**config.mk**
```make
export PLATFORM = sky130hd
export DESIGN_NAME = mcu_phase_sequencer_flat
export DESIGN_NICKNAME = d
export VERILOG_FILES = /design/src/rtl/mcu_phase_sequencer_if.sv /design/src/rtl/mcu_phase_sequencer.sv /design/src/flat_wrapper.sv
export SDC_FILE = /design/constraint.sdc
export NUM_CORES = 1
export LEC_CHECK = 0
export BUFFER_PORTS_ARGS = -buffer_cell sky130_fd_sc_hd__buf_2
export CAP_MARGIN = 40
export CORE_ASPECT_RATIO = 1.4
export CORE_MARGIN = 10
export CORE_UTILIZATION = 45
export CTS_CLUSTER_DIAMETER = 60
export CTS_CLUSTER_SIZE = 14
export DETAILED_ROUTE_END_ITERATION = 10
export GPL_ROUTABILITY_DRIVEN = 0
export HOLD_SLACK_MARGIN = 0.05
export PLACE_DENSITY = 0.75
export SLEW_MARGIN = 20
export SYNTH_ARGS = -nofsm -noshare
export SYNTH_HDL_FRONTEND = slang
export SYNTH_SLANG_ARGS = --single-unit
```
**constraint.sdc**
```tcl
create_clock -name clk -period 1.4 [get_ports clk]
set_input_delay 0.14 -clock clk [delete_from_list [all_inputs] [get_ports clk]]
set_output_delay 0.14 -clock clk [all_outputs]
set_load 0.03 [all_outputs]
```
**src/rtl/mcu_phase_sequencer_if.sv**
```systemverilog
// Handshake bundle between the 8051 phase sequencer and its ROM, RAM,
// instruction decoder and ALU. The master modport is the sequencer side.
interface mcu_phase_sequencer_if;
  logic        rom_req;
  logic [15:0] rom_addr;
  logic        rom_ack;
  logic [7:0]  rom_data;
  logic [7:0]  instruction;
  logic [2:0]  run_phase;
  logic [2:0]  next_status;
  logic [2:0]  run_phase_init;
  logic [7:0]  addr_register_out;
  logic        ram_rd_req;
  logic        ram_wr_req;
  logic [7:0]  ram_addr;
  logic        ram_ack;
  logic [7:0]  operand;
  logic        alu_start;
  logic        alu_done;
  logic        err;
  logic [2:0]  dbg_state;

  modport master (
    output rom_req, rom_addr, instruction, run_phase, ram_rd_req, ram_wr_req,
           ram_addr, operand, alu_start, err, dbg_state,
    input  rom_ack, rom_data, next_status, run_phase_init, addr_register_out,
           ram_ack, alu_done
  );

  modport slave (
    input  rom_req, rom_addr, instruction, run_phase, ram_rd_req, ram_wr_req,
           ram_addr, operand, alu_start, err, dbg_state,
    output rom_ack, rom_data, next_status, run_phase_init, addr_register_out,
           ram_ack, alu_done
  );
endinterface

```
**src/rtl/mcu_phase_sequencer.sv**
```systemverilog
// 8051 control sequencer: fetches opcodes, holds the instruction register,
// walks the decoder-requested RAM read / ROM operand / ALU / RAM write phases
// through req/ack handshakes, and owns the PC and the run-phase counter.
// Optional build macro SEQ_ACK_TIMEOUT_EN: abandons any wait state after
// TIMEOUT_CYCLES cycles without an ack, pulses err and refetches the same PC.
module mcu_phase_sequencer #(
  parameter logic [15:0] PC_RESET       = 16'h0000,
  parameter int unsigned TIMEOUT_CYCLES = 16
) (
  input logic                   clk,
  input logic                   rst,
  mcu_phase_sequencer_if.master bus
);

  typedef enum logic [2:0] {
    S_IDLE   = 3'd0,
    S_FETCH  = 3'd1,
    S_DECODE = 3'd2,
    S_RAM_RD = 3'd3,
    S_ROM_RD = 3'd4,
    S_PROC   = 3'd5,
    S_RAM_WR = 3'd6
  } state_e;

  if (TIMEOUT_CYCLES < 2 || TIMEOUT_CYCLES > 255) begin : g_bad_timeout
    $error("TIMEOUT_CYCLES must lie in 2..255");
  end

  state_e      state_q, state_d;
  logic [15:0] pc_q, pc_d;
  logic [7:0]  instr_q, instr_d;
  logic [7:0]  operand_q, operand_d;
  logic [7:0]  ram_addr_q, ram_addr_d;
  logic [2:0]  rp_q, rp_d;
  logic        first_q, first_d;
  logic        err_q, err_d;
  logic        start_q, start_d;
  logic        ack_seen;
  logic        timeout;

  // Select the completion strobe that belongs to the current wait state
  always_comb begin
    ack_seen = 1'b0;
    case (state_q)
      S_FETCH, S_ROM_RD: ack_seen = bus.rom_ack;
      S_RAM_RD, S_RAM_WR: ack_seen = bus.ram_ack;
      S_PROC:            ack_seen = bus.alu_done;
      default:           ack_seen = 1'b0;
    endcase
  end

`ifdef SEQ_ACK_TIMEOUT_EN
  localparam logic [7:0] TO_LAST = 8'(TIMEOUT_CYCLES - 1);
  logic [7:0] wcnt_q, wcnt_d;
  logic       in_wait;

  // Count ack-less wait cycles; any completion or non-wait state clears it
  always_comb begin
    in_wait = (state_q == S_FETCH) || (state_q == S_RAM_RD) || (state_q == S_RAM_WR) ||
              (state_q == S_ROM_RD) || (state_q == S_PROC);
    timeout = in_wait && !ack_seen && (wcnt_q == TO_LAST);
    wcnt_d  = '0;
    if (in_wait && !ack_seen && !timeout) wcnt_d = wcnt_q + 8'd1;
  end

  // Wait counter register
  always_ff @(posedge clk or posedge rst) begin
    if (rst) wcnt_q <= '0;
    else     wcnt_q <= wcnt_d;
  end
`else
  assign timeout = 1'b0;
`endif

  // State register
  always_ff @(posedge clk or posedge rst) begin
    if (rst) state_q <= S_IDLE;
    else     state_q <= state_d;
  end

  // Next state plus the register updates that accompany each transition
  always_comb begin
    state_d    = state_q;
    pc_d       = pc_q;
    instr_d    = instr_q;
    operand_d  = operand_q;
    ram_addr_d = ram_addr_q;
    rp_d       = rp_q;
    first_d    = first_q;
    err_d      = 1'b0;
    start_d    = 1'b0;
    case (state_q)
      S_IDLE: state_d = S_FETCH;
      S_FETCH: begin
        if (ack_seen) begin
          instr_d = bus.rom_data;
          pc_d    = pc_q + 16'd1;
          first_d = 1'b1;
          state_d = S_DECODE;
        end else if (timeout) begin
          err_d   = 1'b1;
          state_d = S_FETCH;
        end
      end
      S_DECODE: begin
        // The phase count is loaded once per instruction, on its first decode
        if (first_q) begin
          rp_d    = bus.run_phase_init;
          first_d = 1'b0;
        end
        ram_addr_d = bus.addr_register_out;
        case (bus.next_status)
          3'b001: state_d = S_RAM_RD;
          3'b010: state_d = S_ROM_RD;
          3'b011: begin
            state_d = S_PROC;
            start_d = 1'b1;
          end
          3'b100: state_d = S_RAM_WR;
          3'b110, 3'b111: begin
            err_d   = 1'b1;
            state_d = S_FETCH;
          end
          default: state_d = S_FETCH;
        endcase
      end
      S_RAM_RD, S_RAM_WR, S_ROM_RD, S_PROC: begin
        if (ack_seen) begin
          if (state_q == S_ROM_RD) begin
            operand_d = bus.rom_data;
            pc_d      = pc_q + 16'd1;
          end
          // rp of 0 or 1 both mean this was the last pass of the phase
          if (rp_q <= 3'd1) begin
            rp_d    = 3'd0;
            state_d = S_FETCH;
          end else begin
            rp_d    = rp_q - 3'd1;
            state_d = S_DECODE;
          end
        end else if (timeout) begin
          err_d   = 1'b1;
          state_d = S_FETCH;
        end
      end
      default: state_d = S_IDLE;
    endcase
  end

  // PC, instruction/operand/address latches, phase counter and pulse outputs
  always_ff @(posedge clk or posedge rst) begin
    if (rst) begin
      pc_q       <= PC_RESET;
      instr_q    <= '0;
      operand_q  <= '0;
      ram_addr_q <= '0;
      rp_q       <= '0;
      first_q    <= 1'b0;
      err_q      <= 1'b0;
      start_q    <= 1'b0;
    end else begin
      pc_q       <= pc_d;
      instr_q    <= instr_d;
      operand_q  <= operand_d;
      ram_addr_q <= ram_addr_d;
      rp_q       <= rp_d;
      first_q    <= first_d;
      err_q      <= err_d;
      start_q    <= start_d;
    end
  end

  // Requests are decoded from the current state only
  always_comb begin
    bus.rom_req    = 1'b0;
    bus.ram_rd_req = 1'b0;
    bus.ram_wr_req = 1'b0;
    case (state_q)
      S_FETCH, S_ROM_RD: bus.rom_req    = 1'b1;
      S_RAM_RD:          bus.ram_rd_req = 1'b1;
      S_RAM_WR:          bus.ram_wr_req = 1'b1;
      default: ;
    endcase
  end

  assign bus.rom_addr    = pc_q;
  assign bus.instruction = instr_q;
  assign bus.operand     = operand_q;
  assign bus.ram_addr    = ram_addr_q;
  assign bus.run_phase   = rp_q;
  assign bus.alu_start   = start_q;
  assign bus.err         = err_q;
  assign bus.dbg_state   = state_q;

endmodule
```
**src/flat_wrapper.sv**
```systemverilog
// flat-port wrapper written by rule: the top's interface ports become plain ports
module mcu_phase_sequencer_flat 
#(
  parameter logic [15:0] PC_RESET       = 16'h0000,
  parameter int unsigned TIMEOUT_CYCLES = 16
)
  (clk, rst, bus_rom_req, bus_rom_addr, bus_instruction, bus_run_phase, bus_ram_rd_req, bus_ram_wr_req, bus_ram_addr, bus_operand, bus_alu_start, bus_err, bus_dbg_state, bus_rom_ack, bus_rom_data, bus_next_status, bus_run_phase_init, bus_addr_register_out, bus_ram_ack, bus_alu_done);
  mcu_phase_sequencer_if bus_i ();
  input logic clk;
  input logic rst;
  output wire logic [$bits(bus_i.rom_req)-1:0] bus_rom_req;
  output wire logic [$bits(bus_i.rom_addr)-1:0] bus_rom_addr;
  output wire logic [$bits(bus_i.instruction)-1:0] bus_instruction;
  output wire logic [$bits(bus_i.run_phase)-1:0] bus_run_phase;
  output wire logic [$bits(bus_i.ram_rd_req)-1:0] bus_ram_rd_req;
  output wire logic [$bits(bus_i.ram_wr_req)-1:0] bus_ram_wr_req;
  output wire logic [$bits(bus_i.ram_addr)-1:0] bus_ram_addr;
  output wire logic [$bits(bus_i.operand)-1:0] bus_operand;
  output wire logic [$bits(bus_i.alu_start)-1:0] bus_alu_start;
  output wire logic [$bits(bus_i.err)-1:0] bus_err;
  output wire logic [$bits(bus_i.dbg_state)-1:0] bus_dbg_state;
  input wire logic [$bits(bus_i.rom_ack)-1:0] bus_rom_ack;
  input wire logic [$bits(bus_i.rom_data)-1:0] bus_rom_data;
  input wire logic [$bits(bus_i.next_status)-1:0] bus_next_status;
  input wire logic [$bits(bus_i.run_phase_init)-1:0] bus_run_phase_init;
  input wire logic [$bits(bus_i.addr_register_out)-1:0] bus_addr_register_out;
  input wire logic [$bits(bus_i.ram_ack)-1:0] bus_ram_ack;
  input wire logic [$bits(bus_i.alu_done)-1:0] bus_alu_done;
  assign bus_rom_req = bus_i.rom_req;
  assign bus_rom_addr = bus_i.rom_addr;
  assign bus_instruction = bus_i.instruction;
  assign bus_run_phase = bus_i.run_phase;
  assign bus_ram_rd_req = bus_i.ram_rd_req;
  assign bus_ram_wr_req = bus_i.ram_wr_req;
  assign bus_ram_addr = bus_i.ram_addr;
  assign bus_operand = bus_i.operand;
  assign bus_alu_start = bus_i.alu_start;
  assign bus_err = bus_i.err;
  assign bus_dbg_state = bus_i.dbg_state;
  assign bus_i.rom_ack = bus_rom_ack;
  assign bus_i.rom_data = bus_rom_data;
  assign bus_i.next_status = bus_next_status;
  assign bus_i.run_phase_init = bus_run_phase_init;
  assign bus_i.addr_register_out = bus_addr_register_out;
  assign bus_i.ram_ack = bus_ram_ack;
  assign bus_i.alu_done = bus_alu_done;
  mcu_phase_sequencer #(.PC_RESET(PC_RESET), .TIMEOUT_CYCLES(TIMEOUT_CYCLES)) u_core (.clk(clk), .rst(rst), .bus(bus_i));
endmodule
```
==> impl_metrics.ini, run 1 <==
[worst_hold_path]
timing.hold.worst_path_depth = 2
worst_hold_path_type = primary input to register
hold_start = bus_addr_register_out[2]
worstHoldEndpoint = u_core.bus.ram_addr[2]$_DFFE_PP0P_

[floorplanning]
chipHeight_um = 105.8
die-area_mm2 = 0.008595
core.rowCount = 31
floorplan.initialDensity = 0.4619
core_mm2 = 0.005120
floorplan.die.width_um = 81.27
count_of_pins_on_the_block_boundary = 78

[placed_design]
hpwl_mm = 4.807
placedCellCount = 362
number_of_input_and_output_port_buffers_inserted = 77

[setup_path]
cell_breakdown_of_the_critical_path = buf_6 > and3b_2 > buf_6 > buf_6
critical-path-max-stage-delay_ns = 0.48
criticalPathCategory = register to output port
req_time_crit_path_ns = 1.26
worst_r2r_endpoint = u_core.bus.rom_addr[4]$_DFFE_PP0P_
critical-path-top-cell-by-count = buf_6
crit-reg2reg-launch = u_core.bus.dbg_state[2]$_DFFE_PP0P_
arrival_ns = 1.43
r2r_cells = 5
reg_to_reg_setup_timing_slack_ns = -0.17
crit_slowest_cell = dfrtp_2
worst_setup_path_start_kind = register
critPathMaxFanout = 4
worst_setup_path_end_kind = output port

[grt]
antenna_found_initial = 0
number_of_global_route_vias_before_repair = 2258
grt_pass1_wl_mm = 11.17
globalRouteOverflowTotal = 0
grt_use_total = 0.1625
grt_start_max_net_pins = 24

[final_layout]
final_nets = 359
final_cell_count_no_fill = 396
area_growth_pct = 62.22
final_layout_size_suffix_gt1_frac = 0.6485
antenna_cells = 0
fillCellCount = 343

[cts]
cts_tree = built
htreeDepth = 2
clock_insertion_delay_worst_skew_ns = 0.31
clock-root-buffer = clkbuf_8
tritoncts.num_buffers = 5
cts.clk_slew.worst_paths_ns = 0.10
cts.sink_count = 49
ctsLongestPathBuffers = 2

[yosys]
synth.ff_latch_count = 49
number_of_distinct_library_cells_after_synthesis = 48
netlist_top_cells_area = dfrtp_1 52%, mux2_2 12%, xnor2_1 4.8%
async_reset_ff_frac = 1.000
synth_enable_flop_cells = 0
syn-num-nets = 223
yosys.area.top_type = dfrtp_1
synth_area_mm2 = 0.002365
synth_warnings = 0
post_synth_inst_count = 193
yosys.area.top_type_share = 0.5185
yosysSeqAreaShare = 0.5185
syn-mean-instance-area_um2 = 12.25
synth_top_flop_cell = dfrtp_1

[power]
total_leakage_power_nw = 1.891
peakVddDrop_uv = 1423
power-per-cell-area_mw_per_mm2 = 2552

[sta]
drv_slew = 0
tightest_slew_ns = 0.4707
max_freq_mhz = 635.1
layout_setup_ws_ns = -0.1745
unrepaired_setup_endpoints_after_global_routing = true
setup-tns-final_ns = -4.437
setup_viol = 47
maxSlewHeadroom = 0.6858
finalHoldViolCount = 0
worst_clock_skew_ns = 0.006767
timing.final.crit_period_ns = 1.574
fin_crit_sh = 1.125

[job]
max-cap-violations = 0

[detailed_routing]
firstDrtPassIters = 6
ant_nets = 0
detailroute.via_count = 2089
drt-total-wl_mm = 6.962
remaining_drc_errors = 0
routed_wire_length_per_instance_um = 17.58
routed_via_count_divided_by_cell_count = 5.275
drt_iter0_markers = 79

[status]
violations = negative setup slack
outcome = finished, violations left
-- Yosys cell counts (4+ instances only) --
master and number:
dfrtp_1 49, mux2_2 25, xnor2_1 13, inv_1 6, nand2_1 6, nand4_1 6
and3_1 5, and4_1 5, nand3_1 5, o21ai_0 5, nor2_1 4, xor2_1 4
-- sequential cells by signal, indices dropped and copies added (netlist names) --
register and cells:
u_core.bus.rom_addr 16, u_core.bus.instruction 8, u_core.bus.operand 8, u_core.bus.ram_addr 8, u_core.bus.dbg_state 3, u_core.bus.run_phase 3
u_core.bus.alu_start 1, u_core.bus.err 1, u_core.first_q 1
-- how the worst max path moves through the flow --
stage | start | endpoint | slack (ns)
finish | u_core.bus.dbg_state[2]$_DFFE_PP0P_ | bus_ram_rd_req | -0.17
global route | u_core.bus.dbg_state[2]$_DFFE_PP0P_ | u_core.bus.run_phase[2]$_DFFE_PP0P_ | -0.24
CTS | u_core.bus.dbg_state[2]$_DFFE_PP0P_ | bus_ram_rd_req | -0.18
detailed placement | u_core.bus.dbg_state[1]$_DFFE_PP0P_ | u_core.bus.run_phase[1]$_DFFE_PP0P_ | -0.21
global placement | u_core.bus.dbg_state[1]$_DFFE_PP0P_ | u_core.bus.run_phase[1]$_DFFE_PP0P_ | -0.19
floorplan | u_core.bus.dbg_state[1]$_DFFE_PP0P_ | u_core.bus.run_phase[1]$_DFFE_PP0P_ | -0.19
-- area by class of cell --
cell class | instances | area, um2 | share of cell area
clock buffers | 5 | 68.82 | 0.01794
clock inverters | 3 | 26.28 | 0.006849
inverters | 8 | 40.04 | 0.01044
well taps | 66 | 82.58 | 0.02153
multi-input cells | 128 | 1400 | 0.3650
flip-flops and latches | 49 | 1237 | 0.3226
repair buffers | 137 | 980.9 | 0.2557
-- per-layer routing --
metal,global-route usage,part of all wire,wire [um]
met1,0.1776,0.37,2609
met2,0.2826,0.54,3778
met3,0.04507,0.062,431
met4,0.06700,0.020,142
met5,0,0,0
-- where the power goes --
group / total (mW) / switching, mW / internal (mW)
registers: 2.38 / 0.403 / 1.98
clock network: 0.883 / 0.519 / 0.364
logic: 6.52 / 3.36 / 3.16
-- stage by stage --
step	hold WS, ns	util	total power [mW]	area (um2)	setup WS, ns
global route	0.05415	0.7493	10.32	3836	-0.2410
CTS	0.05458	0.7253	9.418	3714	-0.1757
finish	0.06371	0.7493	9.789	3836	-0.1745
floorplan	0.2881	-	5.515	2459	-0.1924
global placement	0.1810	0.6163	7.082	3156	-0.1896
detailed placement	0.1803	0.6163	7.203	3156	-0.2132
-- cell usage in the layout, fill, tap and decap left out, drive strengths merged, types with 6 or more instances in the layout --
cell / instances
buf: 132
nand4: 6
o21ai: 6
inv: 9
dfrtp: 49
xnor2: 14
nand2: 6
mux2: 25
-- kinds of logic (layout without fill, tap and decap cells) --
group           after synthesis  count (layout)  share of synthesized area
simple gates                 51              51                     0.1471
flops                        49              49                     0.5185
compound gates               29              29                    0.09100
mux                          27              27                     0.1275
xor+xnor                     18              18                    0.06984
buf+inv                      16             153                    0.03016
fa+ha+maj                     3               3                    0.01587
-- timing repair --
action / 4_1_cts / 5_1_grt
resized for setup: 63 / 21
pin swaps: 27 / 16
cloned: 1 / 0
hold buffers: 4 / 1
setup buffers: 17 / 6
endpoints found under the hold margin: 22 / 1
setup endpoints to repair: 48 / 51
-- worst max-delay path: cells and delay by family, from the launching register on --
kind                   cells  cell delay, ns
flip-flops                 1            0.48
AND/OR/NAND/NOR            1            0.28
buffers and inverters      3            0.36
(Power assumes the default switching activity.)
==> inputs of run 2 (changes only) <==
--- a/config.mk
+++ b/config.mk
@@ -5,6 +5,7 @@
 export SDC_FILE = /design/constraint.sdc
 export NUM_CORES = 1
 export LEC_CHECK = 0
+export ABC_AREA = 1
 export BUFFER_PORTS_ARGS = -buffer_cell sky130_fd_sc_hd__buf_2
 export CAP_MARGIN = 40
 export CORE_ASPECT_RATIO = 1.4
@@ -15,7 +16,7 @@
 export DETAILED_ROUTE_END_ITERATION = 10
 export GPL_ROUTABILITY_DRIVEN = 0
 export HOLD_SLACK_MARGIN = 0.05
-export PLACE_DENSITY = 0.75
+export PLACE_DENSITY = 0.74
 export SLEW_MARGIN = 20
 export SYNTH_ARGS = -nofsm -noshare
 export SYNTH_HDL_FRONTEND = slang
==> impl_metrics.ini, run 2 <==
[final_layout]
final_layout_size_suffix_gt1_frac = 0.4109
area_growth_pct = 37.13
final_nets = 433
multi_input_area_mm2 = 0.001245
final_common_cell = nand2_1
layout.cells.most_common_list = 80 x nand2_1, 74 x buf_2, 42 x dfrtp_1, 33 x inv_1, 17 x nand3_1
antenna_cells = 0
largest_register_ffs = 16
fillCellCount = 474
sequential_cell_area_mm2 = 0.001235

[power]
power-per-cell-area_mw_per_mm2 = 2140
peakVddDrop_uv = 1222
total_leakage_power_nw = 1.847

[detailed_routing]
routed_via_count_divided_by_cell_count = 4.900
ant_nets = 0
routed_wire_length_per_instance_um = 14.28
firstDrtPassIters = 4
drt_iter0_markers = 84
detailroute.via_count = 2313
drt-total-wl_mm = 6.739
remaining_drc_errors = 0

[setup_path]
critPathMaxFanout = 6
req_time_crit_path_ns = 1.26
critical_path.startpoint = u_core.bus.dbg_state[1]$_DFFE_PP0P_
reg_to_reg_setup_timing_slack_ns = -0.06
arrival_ns = 1.33
criticalPathCategory = register to output port
crit-reg2reg-launch = u_core.bus.dbg_state[1]$_DFFE_PP0P_
worst_setup_path_start_kind = register
worst_setup_path_end_kind = output port

[grt]
number_of_global_route_vias_before_repair = 2337
grt_use_total = 0.1439
grt_start_max_net_pins = 50
antenna_found_initial = 0
globalRouteOverflowTotal = 0
grt_pass1_wl_mm = 10.90

[floorplanning]
floorplan.initialDensity = 0.4629
core.rowCount = 32
chipHeight_um = 109.2
die-area_mm2 = 0.009142
floorplan.die.width_um = 83.72
count_of_pins_on_the_block_boundary = 78
core_mm2 = 0.005525

[cts]
clock-root-buffer = clkbuf_8
ctsLongestPathBuffers = 2
htreeDepth = 2
cts.sink_count = 49
clock_insertion_delay_worst_skew_ns = 0.30
cts.clk_slew.worst_paths_ns = 0.09
tritoncts.num_buffers = 5
cts_tree = built

[sta]
worst_hold_slack_ns = 0.05818
maxSlewHeadroom = 0.7827
unrepaired_setup_endpoints_after_global_routing = true
finalHoldViolCount = 0
fin_crit_sh = 1.051
tightest_slew_ns = 0.3234
layout_setup_ws_ns = -0.07109
max_freq_mhz = 679.8
setup_viol = 35
worst_clock_skew_ns = 0.01154
drv_slew = 0
setup-tns-final_ns = -1.303
timing.final.crit_period_ns = 1.471

[yosys]
synth_warnings = 0
synth_top_flop_cell = dfrtp_1
syn-num-nets = 326
yosys.area.top_type_share = 0.4795
post_synth_inst_count = 296
synth.top_cells.by_count = 90 x nand2_1, 49 x dfrtp_1, 35 x inv_1
yosys.area.top_type = dfrtp_1
synth.ff_latch_count = 49
netlist_top_cells_area = dfrtp_1 48%, nand2_1 13%, inv_1 5.1%
syn-mean-instance-area_um2 = 8.640
synth_area_mm2 = 0.002557
synth_enable_flop_cells = 0
yosysSeqAreaShare = 0.4795
synth.most_common_cell = nand2_1
async_reset_ff_frac = 1.000
number_of_distinct_library_cells_after_synthesis = 30

[placed_design]
hpwl_mm = 4.824
number_of_input_and_output_port_buffers_inserted = 77

[status]
outcome = finished, violations left
violations = negative setup slack

[worst_hold_path]
hold_start = bus_addr_register_out[0]
worst_hold_path_type = primary input to register

[job]
max-cap-violations = 0
## run 2: cell types whose count changed after synthesis, moves of 6 or more
cell,change
o21ai_2,+15
nor3_1,+6
xnor2_1,-8
nor2_1,+11
nand3_1,+14
nand2_1,+84
mux2_2,-25
inv_1,+29
## run 2: power breakdown
| group | leakage [nW] | switching, mW | internal [mW] |
|---|---|---|---|
| clock | 0.0385 | 0.467 | 0.355 |
| combinational | 1.19 | 2.78 | 1.57 |
| sequential | 0.616 | 0.424 | 1.91 |
## run 2: final cells by class
class	count	area share
multi-input combinational	201	0.3550
sequential	49	0.3521
tap	68	0.02426
timing repair buffer	107	0.1994
clock inverter	1	0.002141
clock buffer	7	0.02176
inverter	39	0.04531
## run 2: cells by family (layout without fill, tap and decap cells)
kind of cell | Yosys count | count (layout) | synth area share
xor gates and xnor gates | 13 | 13 | 0.04452
AOI/OAI and AO/OA | 27 | 27 | 0.07827
adders and majority gates | 3 | 3 | 0.01468
buffers and inverters | 46 | 154 | 0.08758
and+or+nand+nor | 158 | 158 | 0.2955
DFF | 49 | 49 | 0.4795
## run 2: final timing paths
| kind | to | cells past startpoint |
|---|---|---|
| worst max register to register | u_core.bus.instruction[2]$_DFFE_PP0P_ | 9 |
| worst min-delay path | u_core.bus.ram_addr[0]$_DFFE_PP0P_ | 3 |
| min in group asynchronous | u_core.bus.instruction[4]$_DFFE_PP0P_ | 4 |
| worst max-delay path | bus_ram_rd_req | 5 |
| max in group asynchronous | u_core.bus.dbg_state[1]$_DFFE_PP0P_ | 4 |
| worst min register to register | u_core.bus.ram_addr[3]$_DFFE_PP0P_ | 2 |
## run 2: through the flow
| stage | instances | power, mW | utilization | instance area, um2 | setup slack, ns |
|---|---|---|---|---|---|
| after floorplan | 296 | 5.114 | - | 2604 | -0.1381 |
| after global placement | 445 | 6.079 | 0.5609 | 3099 | 0.009010 |
| after detailed placement | 445 | 6.169 | 0.5609 | 3099 | -0.007095 |
| after CTS | 468 | 7.269 | 0.6125 | 3385 | -0.05499 |
| after global routing | 472 | 8.073 | 0.6347 | 3507 | -0.1531 |
| final | 472 | 7.505 | 0.6347 | 3507 | -0.07109 |
## run 2: repair_timing
item                       CTS  global route
hold buffers                 9             0
hold endpoints to repair    57             0
setup endpoints to repair   21            39
pin swaps                    4             5
setup buffers                6             4
gates resized for setup     18            24
## run 2: per-layer routing
| layer | GRT usage | routed length (um) |
|---|---|---|
| met2 | 0.2711 | 3695 |
| met5 | 0 | 0 |
| met1 | 0.1474 | 2608 |
| met4 | 0.06115 | 116 |
| met3 | 0.03657 | 319 |
## run 2: worst max-delay path, stage by stage, from the launching register on
cell	delay, ns
dfrtp_2	0.47
buf_4	0.15
nand3_4	0.09
buf_6	0.14
inv_1	0.06
buf_6	0.13
==> inputs of run 3 (changes only) <==
--- a/config.mk
+++ b/config.mk
@@ -10,13 +10,12 @@
 export CAP_MARGIN = 40
 export CORE_ASPECT_RATIO = 1.4
 export CORE_MARGIN = 10
-export CORE_UTILIZATION = 45
+export CORE_UTILIZATION = 35
 export CTS_CLUSTER_DIAMETER = 60
 export CTS_CLUSTER_SIZE = 14
 export DETAILED_ROUTE_END_ITERATION = 10
 export GPL_ROUTABILITY_DRIVEN = 0
 export HOLD_SLACK_MARGIN = 0.05
-export PLACE_DENSITY = 0.74
 export SLEW_MARGIN = 20
 export SYNTH_ARGS = -nofsm -noshare
 export SYNTH_HDL_FRONTEND = slang
==> impl_metrics.ini, run 3 (synthesis gave the netlist of run 2 again) <==
[status]
outcome = finished, violations left
violations = negative setup slack

[sta]
layout_setup_ws_ns = -0.03827
tightest_slew_ns = 0.4134
unrepaired_setup_endpoints_after_global_routing = true
worst_hold_slack_ns = 0.1075
worst_clock_skew_ns = 0.007394
drv_slew = 0
finalHoldViolCount = 0
setup_viol = 24
maxSlewHeadroom = 0.7240
timing.final.crit_period_ns = 1.438
max_freq_mhz = 695.3
fin_crit_sh = 1.027

[placed_design]
total_cell_area_at_the_placement_stage_mm2 = 0.003166
number_of_input_and_output_port_buffers_inserted = 77
place_worst_setup_slack_ns = -0.02255
hpwl_mm = 5.174

[floorplanning]
die-area_mm2 = 0.01117
floorplan.die.width_um = 92.25
core.rowCount = 36
count_of_pins_on_the_block_boundary = 78
chipHeight_um = 121.1
core_mm2 = 0.007027
floorplan.initialDensity = 0.3640

[final_layout]
area_growth_pct = 40.36
post-route-cell-area_mm2 = 0.003590
largest_register_ffs = 16
antenna_cells = 0
final_layout_size_suffix_gt1_frac = 0.4279
post-route-util = 0.5109
final_nets = 438
layout.cells.most_common_list = 81 x nand2_1, 75 x buf_2, 43 x dfrtp_1, 29 x inv_1
final_common_cell = nand2_1
fillCellCount = 698

[grt]
number_of_global_route_vias_before_repair = 2374
grt_start_max_net_pins = 28
grt_pass1_wl_mm = 11.39
antenna_found_initial = 0
grt_use_total = 0.1238
globalRouteOverflowTotal = 0

[detailed_routing]
met3WireLength_um = 406
detailroute.via_count = 2280
routed_via_count_divided_by_cell_count = 4.524
drt-total-wl_mm = 6.871
met2_length_mm = 3.699
firstDrtPassIters = 4
remaining_drc_errors = 0
highest_layer = met4
ant_nets = 0
drt_iter0_markers = 80
met1Wirelength_mm = 2.674
routed_wire_length_per_instance_um = 13.63

[power]
peakVddDrop_uv = 964.9
finalPower_mw = 7.736
power-per-cell-area_mw_per_mm2 = 2155
total_leakage_power_nw = 1.887

[setup_path]
worst_setup_path_end_kind = register
crit-reg2reg-launch = u_core.bus.dbg_state[1]$_DFFE_PP0P_
critical_path.startpoint = u_core.bus.dbg_state[1]$_DFFE_PP0P_
worst_setup_path_start_kind = register
arrival_ns = 1.68
req_time_crit_path_ns = 1.64
critPathMaxFanout = 8
criticalPathCategory = register to register
reg_to_reg_setup_timing_slack_ns = -0.04

[cts]
clock-root-buffer = clkbuf_8
clock_insertion_delay_worst_skew_ns = 0.30
ctsLongestPathBuffers = 2
cts.clk_slew.worst_paths_ns = 0.09
cts_tree = built
tritoncts.num_buffers = 5
htreeDepth = 2
cts.sink_count = 49

[worst_hold_path]
hold_start = bus_rom_data[7]
worst_hold_path_type = primary input to register

[job]
max-cap-violations = 0
run 3: cell types whose count changed in the layout (fill, tap and decap cells not counted), sizes merged:
cell	change
bufinv	+1
clkbuf	-1
buf	+4
dlygate4sd3	+1
run 3: layout make-up:
class / instances / area [um2] / share of cell area
clock buffers: 6 / 82.58 / 0.02300
flip-flops and latches: 49 / 1234 / 0.3437
inverters: 39 / 158.9 / 0.04427
multi-input cells: 201 / 1234 / 0.3437
well taps: 95 / 118.9 / 0.03311
clock inverters: 2 / 37.54 / 0.01046
repair buffers: 112 / 724.4 / 0.2018
run 3: timing repair:
action | 4_1_cts | 5_1_grt
pin swaps | 5 | 5
hold buffers | 10 | 0
endpoints found under the setup margin | 20 | 48
gates cloned | 0 | 1
setup buffers | 4 | 3
hold endpoints to repair | 24 | 0
resized for setup | 25 | 18
run 3: critical path, stage by stage, from the launching register on:
cell and delay (ns):
dfrtp_2 0.52, inv_4 0.08, nand3_4 0.12, nand2_8 0.07, nand2_8 0.09, nand4_1 0.22
nand2_2 0.16, nand2_1 0.06, nand2_1 0.05
run 3: per-layer routing:
metal | GRT usage | vias up
met3 | 0.03839 | 6
met2 | 0.2274 | 48
met5 | 0 | -
met4 | 0.04352 | 0
met1 | 0.1289 | 1066
li1 | - | 1160
run 3: stage by stage:
step                setup TNS, ns  std cells
detailed placement       -0.06950        478
CTS                       -0.1710        500
global placement                0        478
finish                    -0.5268        504
floorplan                  -2.344        296
global route               -3.330        504
run 3: final timing paths:
check / endpoint / cells past startpoint
setup / recovery: u_core.bus.run_phase[0]$_DFFE_PP0P_ / 8
hold / removal: u_core.bus.instruction[7]$_DFFE_PP0P_ / 3
setup reg to reg: u_core.bus.run_phase[0]$_DFFE_PP0P_ / 8
hold reg to reg: u_core.bus.instruction[3]$_DFFE_PP0P_ / 2
max in group asynchronous: u_core.bus.dbg_state[0]$_DFFE_PP0P_ / 4
min in group asynchronous: u_core.bus.rom_addr[15]$_DFFE_PP0P_ / 3
run 3: power by group:
part | internal, mW | switching, mW | leakage (nW)
registers | 1.90 | 0.417 | 0.617
clock network | 0.581 | 0.480 | 0.0574
logic | 1.58 | 2.78 | 1.21
total | 4.06 | 3.67 | 1.89
